File: config.mk
export PLATFORM = sky130hd
export DESIGN_NAME = mdr_operand_driver
export DESIGN_NICKNAME = d
export VERILOG_FILES = /design/src/rtl/mdr_pkg.sv /design/src/rtl/mdr_operand_driver_ack_watchdog.sv /design/src/rtl/mdr_operand_driver.sv
export SDC_FILE = /design/constraint.sdc
export NUM_CORES = 1
export LEC_CHECK = 0
export BUFFER_PORTS_ARGS = -buffer_cell sky130_fd_sc_hd__buf_4
export CELL_PAD_IN_SITES_DETAIL_PLACEMENT = 0
export CELL_PAD_IN_SITES_GLOBAL_PLACEMENT = 1
export CORE_ASPECT_RATIO = 1.1
export CORE_MARGIN = 3
export CORE_UTILIZATION = 24
export CTS_BUF_LIST = sky130_fd_sc_hd__clkbuf_4 sky130_fd_sc_hd__clkbuf_8
export DETAILED_ROUTE_END_ITERATION = 6
export GPL_TIMING_DRIVEN = 0
export PLACE_DENSITY_LB_ADDON = 0.2
export SLEW_MARGIN = 25
export SYNTH_ARGS = -nofsm -noshare
export SYNTH_HDL_FRONTEND = slang
export SYNTH_SLANG_ARGS = --single-unit
export TNS_END_PERCENT = 100
File: constraint.sdc
create_clock -name clk -period 5 [get_ports clk]
set_input_delay 0.25 -clock clk [delete_from_list [all_inputs] [get_ports clk]]
set_output_delay 0.25 -clock clk [all_outputs]
set_load 0.05 [all_outputs]
File: src/rtl/mdr_pkg.sv
// mdr_pkg: shared types and constants for the mdr operand driver
package mdr_pkg;
    localparam int WORD_LENGTH = 16;
    localparam logic [1:0] OP_MUL  = 2'd0;
    localparam logic [1:0] OP_DIV  = 2'd1;
    localparam logic [1:0] OP_ROOT = 2'd2;
    localparam logic [1:0] OP_RSVD = 2'd3;
    typedef enum logic [2:0] {
        IDLE,
        SEND_X,
        WAIT_X,
        SEND_Y,
        WAIT_Y,
        START,
        WAIT_RDY,
        RESP
    } drv_state_e;
endpackage

File: src/rtl/mdr_operand_driver_ack_watchdog.sv
// ack_watchdog: saturating wait counter, expired once ACK_TIMEOUT cycles have elapsed
//   clk, reset (async active-low), clr (zero the count), en (count), expired (count == ACK_TIMEOUT)
module ack_watchdog #(
    parameter int ACK_TIMEOUT = 255
) (
    input  logic clk,
    input  logic reset,
    input  logic clr,
    input  logic en,
    output logic expired
);
    logic [15:0] cnt;
    assign expired = cnt == 16'(ACK_TIMEOUT);
    always_ff @(posedge clk or negedge reset)
        if (!reset) cnt <= '0;
        else if (clr) cnt <= '0;
        else if (en && !expired) cnt <= cnt + 16'd1;
endmodule

File: src/rtl/mdr_operand_driver.sv
// mdr_operand_driver: serialises an (X, Y, op) request onto the mdr loader bus and returns the core result
//   req_*  : parallel request handshake (req_ready decoded from state)
//   data/op/load/start : registered drive towards loader and core
//   loadX/loadY/ready/result/remainder/sign : acknowledgements and core outputs
//   rsp_*  : registered response handshake; rsp_timeout marks an aborted operation
module mdr_operand_driver #(
    parameter int WORD_LENGTH = mdr_pkg::WORD_LENGTH,
    parameter int ACK_TIMEOUT = 255
) (
    input  logic                   clk,
    input  logic                   reset,
    input  logic                   req_valid,
    output logic                   req_ready,
    input  logic [WORD_LENGTH-1:0] req_x,
    input  logic [WORD_LENGTH-1:0] req_y,
    input  logic [1:0]             req_op,
    output logic [WORD_LENGTH-1:0] data,
    output logic [1:0]             op,
    output logic                   load,
    output logic                   start,
    input  logic                   loadX,
    input  logic                   loadY,
    input  logic                   ready,
    input  logic [WORD_LENGTH-1:0] result,
    input  logic [WORD_LENGTH-1:0] remainder,
    input  logic                   sign,
    output logic                   rsp_valid,
    input  logic                   rsp_ready,
    output logic [WORD_LENGTH-1:0] rsp_result,
    output logic [WORD_LENGTH-1:0] rsp_remainder,
    output logic                   rsp_sign,
    output logic                   rsp_timeout
);
    import mdr_pkg::*;
    drv_state_e             state;
    logic [WORD_LENGTH-1:0] y_q;
    logic                   ready_q;
    logic                   rise;
    logic                   waiting;
    logic                   ack;
    logic                   expired;
    logic                   abort;
    assign req_ready = state == IDLE;
    // only a fresh rising edge counts, so a ready left high by the last operation is ignored
    assign rise      = ready & ~ready_q;
    assign waiting   = state inside {WAIT_X, WAIT_Y, WAIT_RDY};
    // an acknowledgement in the expiry cycle takes priority over the abort
    always_comb begin
        ack   = (state == WAIT_X) ? loadX : (state == WAIT_Y) ? loadY : rise;
        abort = waiting && expired && !ack;
    end
    ack_watchdog #(.ACK_TIMEOUT(ACK_TIMEOUT)) u_wd (
        .clk    (clk),
        .reset  (reset),
        .clr    (!waiting),
        .en     (waiting),
        .expired(expired)
    );
    always_ff @(posedge clk or negedge reset) begin
        if (!reset) begin
            state         <= IDLE;
            y_q           <= '0;
            ready_q       <= 1'b0;
            data          <= '0;
            op            <= '0;
            load          <= 1'b0;
            start         <= 1'b0;
            rsp_valid     <= 1'b0;
            rsp_result    <= '0;
            rsp_remainder <= '0;
            rsp_sign      <= 1'b0;
            rsp_timeout   <= 1'b0;
        end else begin
            ready_q <= ready;
            if (abort) begin
                rsp_valid     <= 1'b1;
                rsp_timeout   <= 1'b1;
                rsp_result    <= '0;
                rsp_remainder <= '0;
                rsp_sign      <= 1'b0;
                state         <= RESP;
            end else begin
                case (state)
                    IDLE: if (req_valid) begin
                        y_q   <= req_y;
                        op    <= req_op;
                        data  <= req_x;
                        load  <= 1'b1;
                        state <= SEND_X;
                    end
                    SEND_X: begin
                        load  <= 1'b0;
                        state <= WAIT_X;
                    end
                    WAIT_X: if (loadX) begin
                        data  <= y_q;
                        load  <= 1'b1;
                        state <= SEND_Y;
                    end
                    SEND_Y: begin
                        load  <= 1'b0;
                        state <= WAIT_Y;
                    end
                    WAIT_Y: if (loadY) begin
                        start <= 1'b1;
                        state <= START;
                    end
                    START: begin
                        start <= 1'b0;
                        state <= WAIT_RDY;
                    end
                    WAIT_RDY: if (rise) begin
                        rsp_valid     <= 1'b1;
                        rsp_result    <= result;
                        rsp_remainder <= remainder;
                        rsp_sign      <= sign;
                        state         <= RESP;
                    end
                    RESP: if (rsp_ready) begin
                        rsp_valid   <= 1'b0;
                        rsp_timeout <= 1'b0;
                        state       <= IDLE;
                    end
                    default: state <= IDLE;
                endcase
            end
        end
    end
endmodule

### Word-level counts from Yosys, hierarchy flattened

Cells that the tools add are included.

| storage, ports and cells | value |
|---|---|
| register bits after elaboration | 91 |
| logic and storage cells | 92 |

| operators by class | value |
|---|---|
| add/subtract/negate cells | 1 |
| eq/ne operators | 17 |
| multiplexer cells | 34 |
| bitwise logic cells | 3 |
| reduce and logical (&&, ||, !) cells | 24 |

Operators with widths:

| cell | number |
|---|---|
| two-way mux 16 bit | 10 |
| one-hot mux 16 bit (2 select lines) | 1 |
| one-hot mux 3 bit (8 select lines) | 1 |
| two-way mux 3 bit | 6 |
| adder 16 x 1 -> 16 bit, second input constant | 1 |
| equality test 16 x 8 -> 1 bit, second input constant | 1 |
| two-way mux 1 bit | 13 |
| equality test 3 bit, second input constant | 4 |
| != test 3 bit, second input constant | 4 |
| nonzero test 2 bit | 6 |
| AND reduction 3 bit | 3 |
| nonzero test 3 bit | 3 |
| != test 2 bit, second input constant | 4 |
| AND reduction 4 bit | 2 |
| equality test 3 x 2 -> 1 bit, second input constant | 2 |
| AND reduction 5 bit | 1 |
| one-hot mux 1 bit (2 select lines) | 2 |
| AND reduction 2 bit | 2 |
| equality test 3 x 1 -> 1 bit, second input constant | 1 |
| logical AND 1 bit | 3 |
| logical NOT 3 bit | 1 |
| != test 3 x 2 -> 1 bit, second input constant | 1 |
| one-hot mux 1 bit (3 select lines) | 1 |
| logical NOT 1 bit | 2 |
| 3 further kinds | 4 |

### Depth between registers and ports, before layout

| logic depth | value |
|---|---|
| depth in word-level cells | 8 |
| gate-level depth with buffers | 7 |

### Cells and area by module

Synthesis repeated with hierarchy kept, for this count alone.

| unflattened totals | value |
|---|---|
| cells, all modules | 393 |
| area, all modules | 4423.0 µm² |

By module, submodules not included:

| module | times used | cells an instance | area each (µm²) | seq. area each (µm²) |
|---|---|---|---|---|
| mdr_operand_driver | 1 | 299 | 3532.1 | 1876.8 |
| ack_watchdog | 1 | 94 | 890.9 | 400.4 |

### Least setup slack after synthesis

No wires, ideal clock.

| timing | value |
|---|---|
| path type | register to register |
| from | reg u_wd.cnt[10] |
| to | reg rsp_remainder[10] |
| library setup time | 0.079 ns |
| arrival time | 2.182 ns |
| required time | 4.921 ns |
| path slack | 2.739 ns |
| stages on the path, launching flop included | 7 |
| cells stage by stage | dfrtp_1 or4_4 or4_4 a221oi_2 buf_6 buf_12 mux2i_1 |

| between the ends | value |
|---|---|
| longest elaborated chain between the ends | 5 |

RTL lines:

| what | RTL line | source |
|---|---|---|
| start, declared | mdr_operand_driver_ack_watchdog.sv:12 | `logic [15:0] cnt;` |
| start signal, assigned | mdr_operand_driver_ack_watchdog.sv:17 | `else if (en && !expired) cnt <= cnt + 16'd1;` |
| equality test 16 x 8 -> 1 bit * | mdr_operand_driver_ack_watchdog.sv:13 | `assign expired = cnt == 16'(ACK_TIMEOUT);` |
| logical AND 1 bit * (2 in a row) | mdr_operand_driver.sv:50 | `abort = waiting && expired && !ack;` |
| nonzero test 2 bit (no line) | - |  |
| AND reduction 2 bit (no line) | - |  |
| end signal, assigned | mdr_operand_driver.sv:115 | `rsp_remainder <= remainder;` |
| end, declared | mdr_operand_driver.sv:30 | `output logic [WORD_LENGTH-1:0] rsp_remainder,` |

Mark *: on every way between the ends. The rest lies on a longest branch, timed or not.
A chain may end at the register's enable or synchronous reset.

### Worst setup path after layout

| timing | value |
|---|---|
| from | reg u_wd.cnt[9] |
| to | reg rsp_result[10] |

| between the ends | value |
|---|---|
| longest elaborated chain between the ends | 5 |

RTL lines:

| what | RTL line | source |
|---|---|---|
| equality test 16 x 8 -> 1 bit * | mdr_operand_driver_ack_watchdog.sv:13 |  |
| logical AND 1 bit * (2 in a row) | mdr_operand_driver.sv:50 |  |
| nonzero test 2 bit (no line) | - |  |
| AND reduction 2 bit (no line) | - |  |
| end signal, assigned | mdr_operand_driver.sv:114 | `rsp_result <= result;` |
| end, declared | mdr_operand_driver.sv:29 | `output logic [WORD_LENGTH-1:0] rsp_result,` |

Marked as above.

==> results.cfg <==
[clocking]
root_buffer = clkbuf_8
ctsResizeCount = 0
hold_buffers = 2
cts_tree = built
htree_num_levels = 3
clkLatencyLatePin_ps = 370
cts-buffers-inserted = 9
cts_sinks = 91
cts_buffer_depth = 2
clkTransAtPathRegs_ps = 100
post_cts_buffers = 0

[drt]
wl_mm = 11.38
wl_met2_mm = 5.584
drt_iter0_drc = 87
vias = 3390
postRouteAntennaNets = 0
drc_errors = 0
met3_length_um = 450
wl_per_cell_um = 14.78
routed_via_density = 4.403
firstDrtPassIters = 4
top_layer = met4
wl_met1_mm = 5.074

[sta]
setup_violations = 0
finalMaxSlewViolations = 0
fin_crit_ps = 2573
finalCritPeriodShare_pct = 51.46
finClkSkew_ps = 13.46
hold_violations = 0
worst_slew_pin_slew_ps = 874.3
rsz0062_at_grt = false
fin_setup_tns_ps = 0
slew_headroom_pct = 40.94
max_freq_mhz = 388.6

[min_path]
hold_class = input port to flip-flop

[setup_path]
cp_max_fo = 10
crit_path_max_incr_delay_ps = 620
path_class = flip-flop to flip-flop
path_cells = or4_1 -> or4_4 -> clkbuf_1 -> clkbuf_1 -> o21ai_0 -> mux2i_1
rrSetupSlack_ps = 2430
crit_path_end = rsp_result[10]$_DFFE_PN0P_
endpoint_kind = flip-flop
cp.depth = 6
cp_top_family = simple AND/OR/NAND/NOR gates
cp-start-kind = flip-flop
worstPathRequired_ps = 5250
reg2reg_from = u_wd.cnt[9]$_DFFE_PN0P_
cp_num_buf_inv = 2
r2r-end = rsp_result[10]$_DFFE_PN0P_
reg2regPathDepth = 6
critical_path_arrival_ps = 2830
path_common_cell = clkbuf_1
crit_start = u_wd.cnt[9]$_DFFE_PN0P_
cp_slowest_cell = or4_1

[yosys]
synth_commonest_cells = dfrtp_1, o21ai_0, mux2i_1
synth-edff-count = 0
yosys_warnings = 0
synthCells = 389
ys.flop_type = dfrtp_1
synth.top_cell.area_share_pct = 53.78
avgSynthCellArea_sq_um = 10.88
synth_area_sq_um = 4234
synth_fp_nets = 464
synth.most_common_cell = dfrtp_1
synthTopCellsByArea = dfrtp_1, mux2i_1, o21ai_0
synth_top_cell_by_area = dfrtp_1
ys_async_sr_fraction_pct = 100.0
synth_seq_cells = 91
synth_cell_types = 43
ys_seq_area_share_pct = 53.78

[floorplanning]
rows = 50
initial_core_util_pct = 24.70
die_h_um = 145.3
core_sq_um = 17140
die_area_sq_um = 19270
io_pins = 130
die_w_um = 132.6

[placed_design]
io_buffer_count = 129
routabilityCongestion = 0.7853
dp_hpwl_mm = 8.295

[cells_and_area]
seqCellArea_sq_um = 2277
layout-drive-gt1-share_pct = 32.46
fin_util_pct = 33.61
diodes = 0
nets = 606
area_delta_synth_final_pct = 36.08
fillers = 1816
multi_input_area_sq_um = 1682

[power_and_ir_drop]
peakVddDrop_uv = 169.6
cellPowerDensity_nw_per_um2 = 625.5
power.total_mw = 3.604
leakagePower_nw = 2.627

[global_route]
antenna_found_initial = 0
grt_overflow_total = 0
grt_pass1_vias = 3651
grt_first_pass_wirelength_mm = 19.07
grt_max_degree = 92
grt_usage_pct = 12.19

[status]
status = finished clean

[flow_run]
drv_cap = 0
-- worst min-delay path by stage --
stage          startpoint             endpoint  slack (ps)  cells past startpoint
2_1_floorplan       reset  data[0]$_DFFE_PN0P_         -50                      0
3_3_place_gp        ready    ready_q$_DFF_PN0_         380                      1
3_5_place_dp        ready    ready_q$_DFF_PN0_         390                      1
4_1_cts          req_y[9]   y_q[9]$_DFFE_PN0P_          80                      2
5_1_grt         req_y[11]  y_q[11]$_DFFE_PN0P_          80                      2
6_report         req_y[2]   y_q[2]$_DFFE_PN0P_         110                      2
-- cells by family after synthesis --
| kind of cell | share of synthesized area (%) |
|---|---|
| AO/OA/AOI/OAI | 11.23 |
| XOR/XNOR | 1.448 |
| adder cells (fa/ha/maj) | 0.2955 |
| buffers and inverters | 6.649 |
| flip-flops | 53.78 |
| multiplexers | 16.90 |
| AND/OR/NAND/NOR | 9.693 |
-- state kept, by name, indices dropped and copies added, names as in the netlist, 2 cells and up --
| name | flops |
|---|---|
| rsp_result | 16 |
| op | 2 |
| u_wd.cnt | 16 |
| data | 16 |
| rsp_remainder | 16 |
| y_q | 16 |
| state | 3 |
-- area by class of cell --
| cell class | count | share of cell area [%] |
|---|---|---|
| flip-flops and latches | 91 | 39.52 |
| multi-input cells | 238 | 29.19 |
| repair buffers | 131 | 17.22 |
| well taps | 234 | 5.081 |
| clock buffers | 11 | 2.628 |
| inverters | 38 | 2.476 |
| plain buffers | 22 | 2.410 |
| clock inverters | 5 | 1.477 |
-- per-layer routing --
metal | global-route usage [%] | vias up
met4 | 5.405 | 0
met2 | 20.07 | 90
met5 | 0 | -
li1 | - | 1638
met1 | 15.46 | 1645
met3 | 2.497 | 17
-- stage by stage --
step                      std cells  area [sq um]  hold WS [ps]  setup slack (ps)
after floorplan                 389          4234        -45.59              2739
after global placement          752          5495         380.6              2498
after detailed placement        752          5505         387.5              2416
after CTS                       770          5762         78.84              2390
after global routing            770          5762         84.59              2197
final                           770          5762         106.5              2427
-- where the power goes --
part           switching (mW)  internal (mW)
clock                   0.276          0.311
sequential              0.170           1.03
combinational            1.23          0.590
total                    1.68           1.93
-- cell usage in the layout, fill, tap and decap left out, drive strengths merged, types with 6 or more instances in the layout --
cell type  Yosys  layout
mux2i         49      49
mux2          20      20
clkbuf        16      27
nand3          6       6
inv           38      38
dfrtp         91      91
nand2         25      25
buf            6     135
o21ai         57      57
a21oi         12      12
nor2          13      13
(Power assumes the default switching activity.)
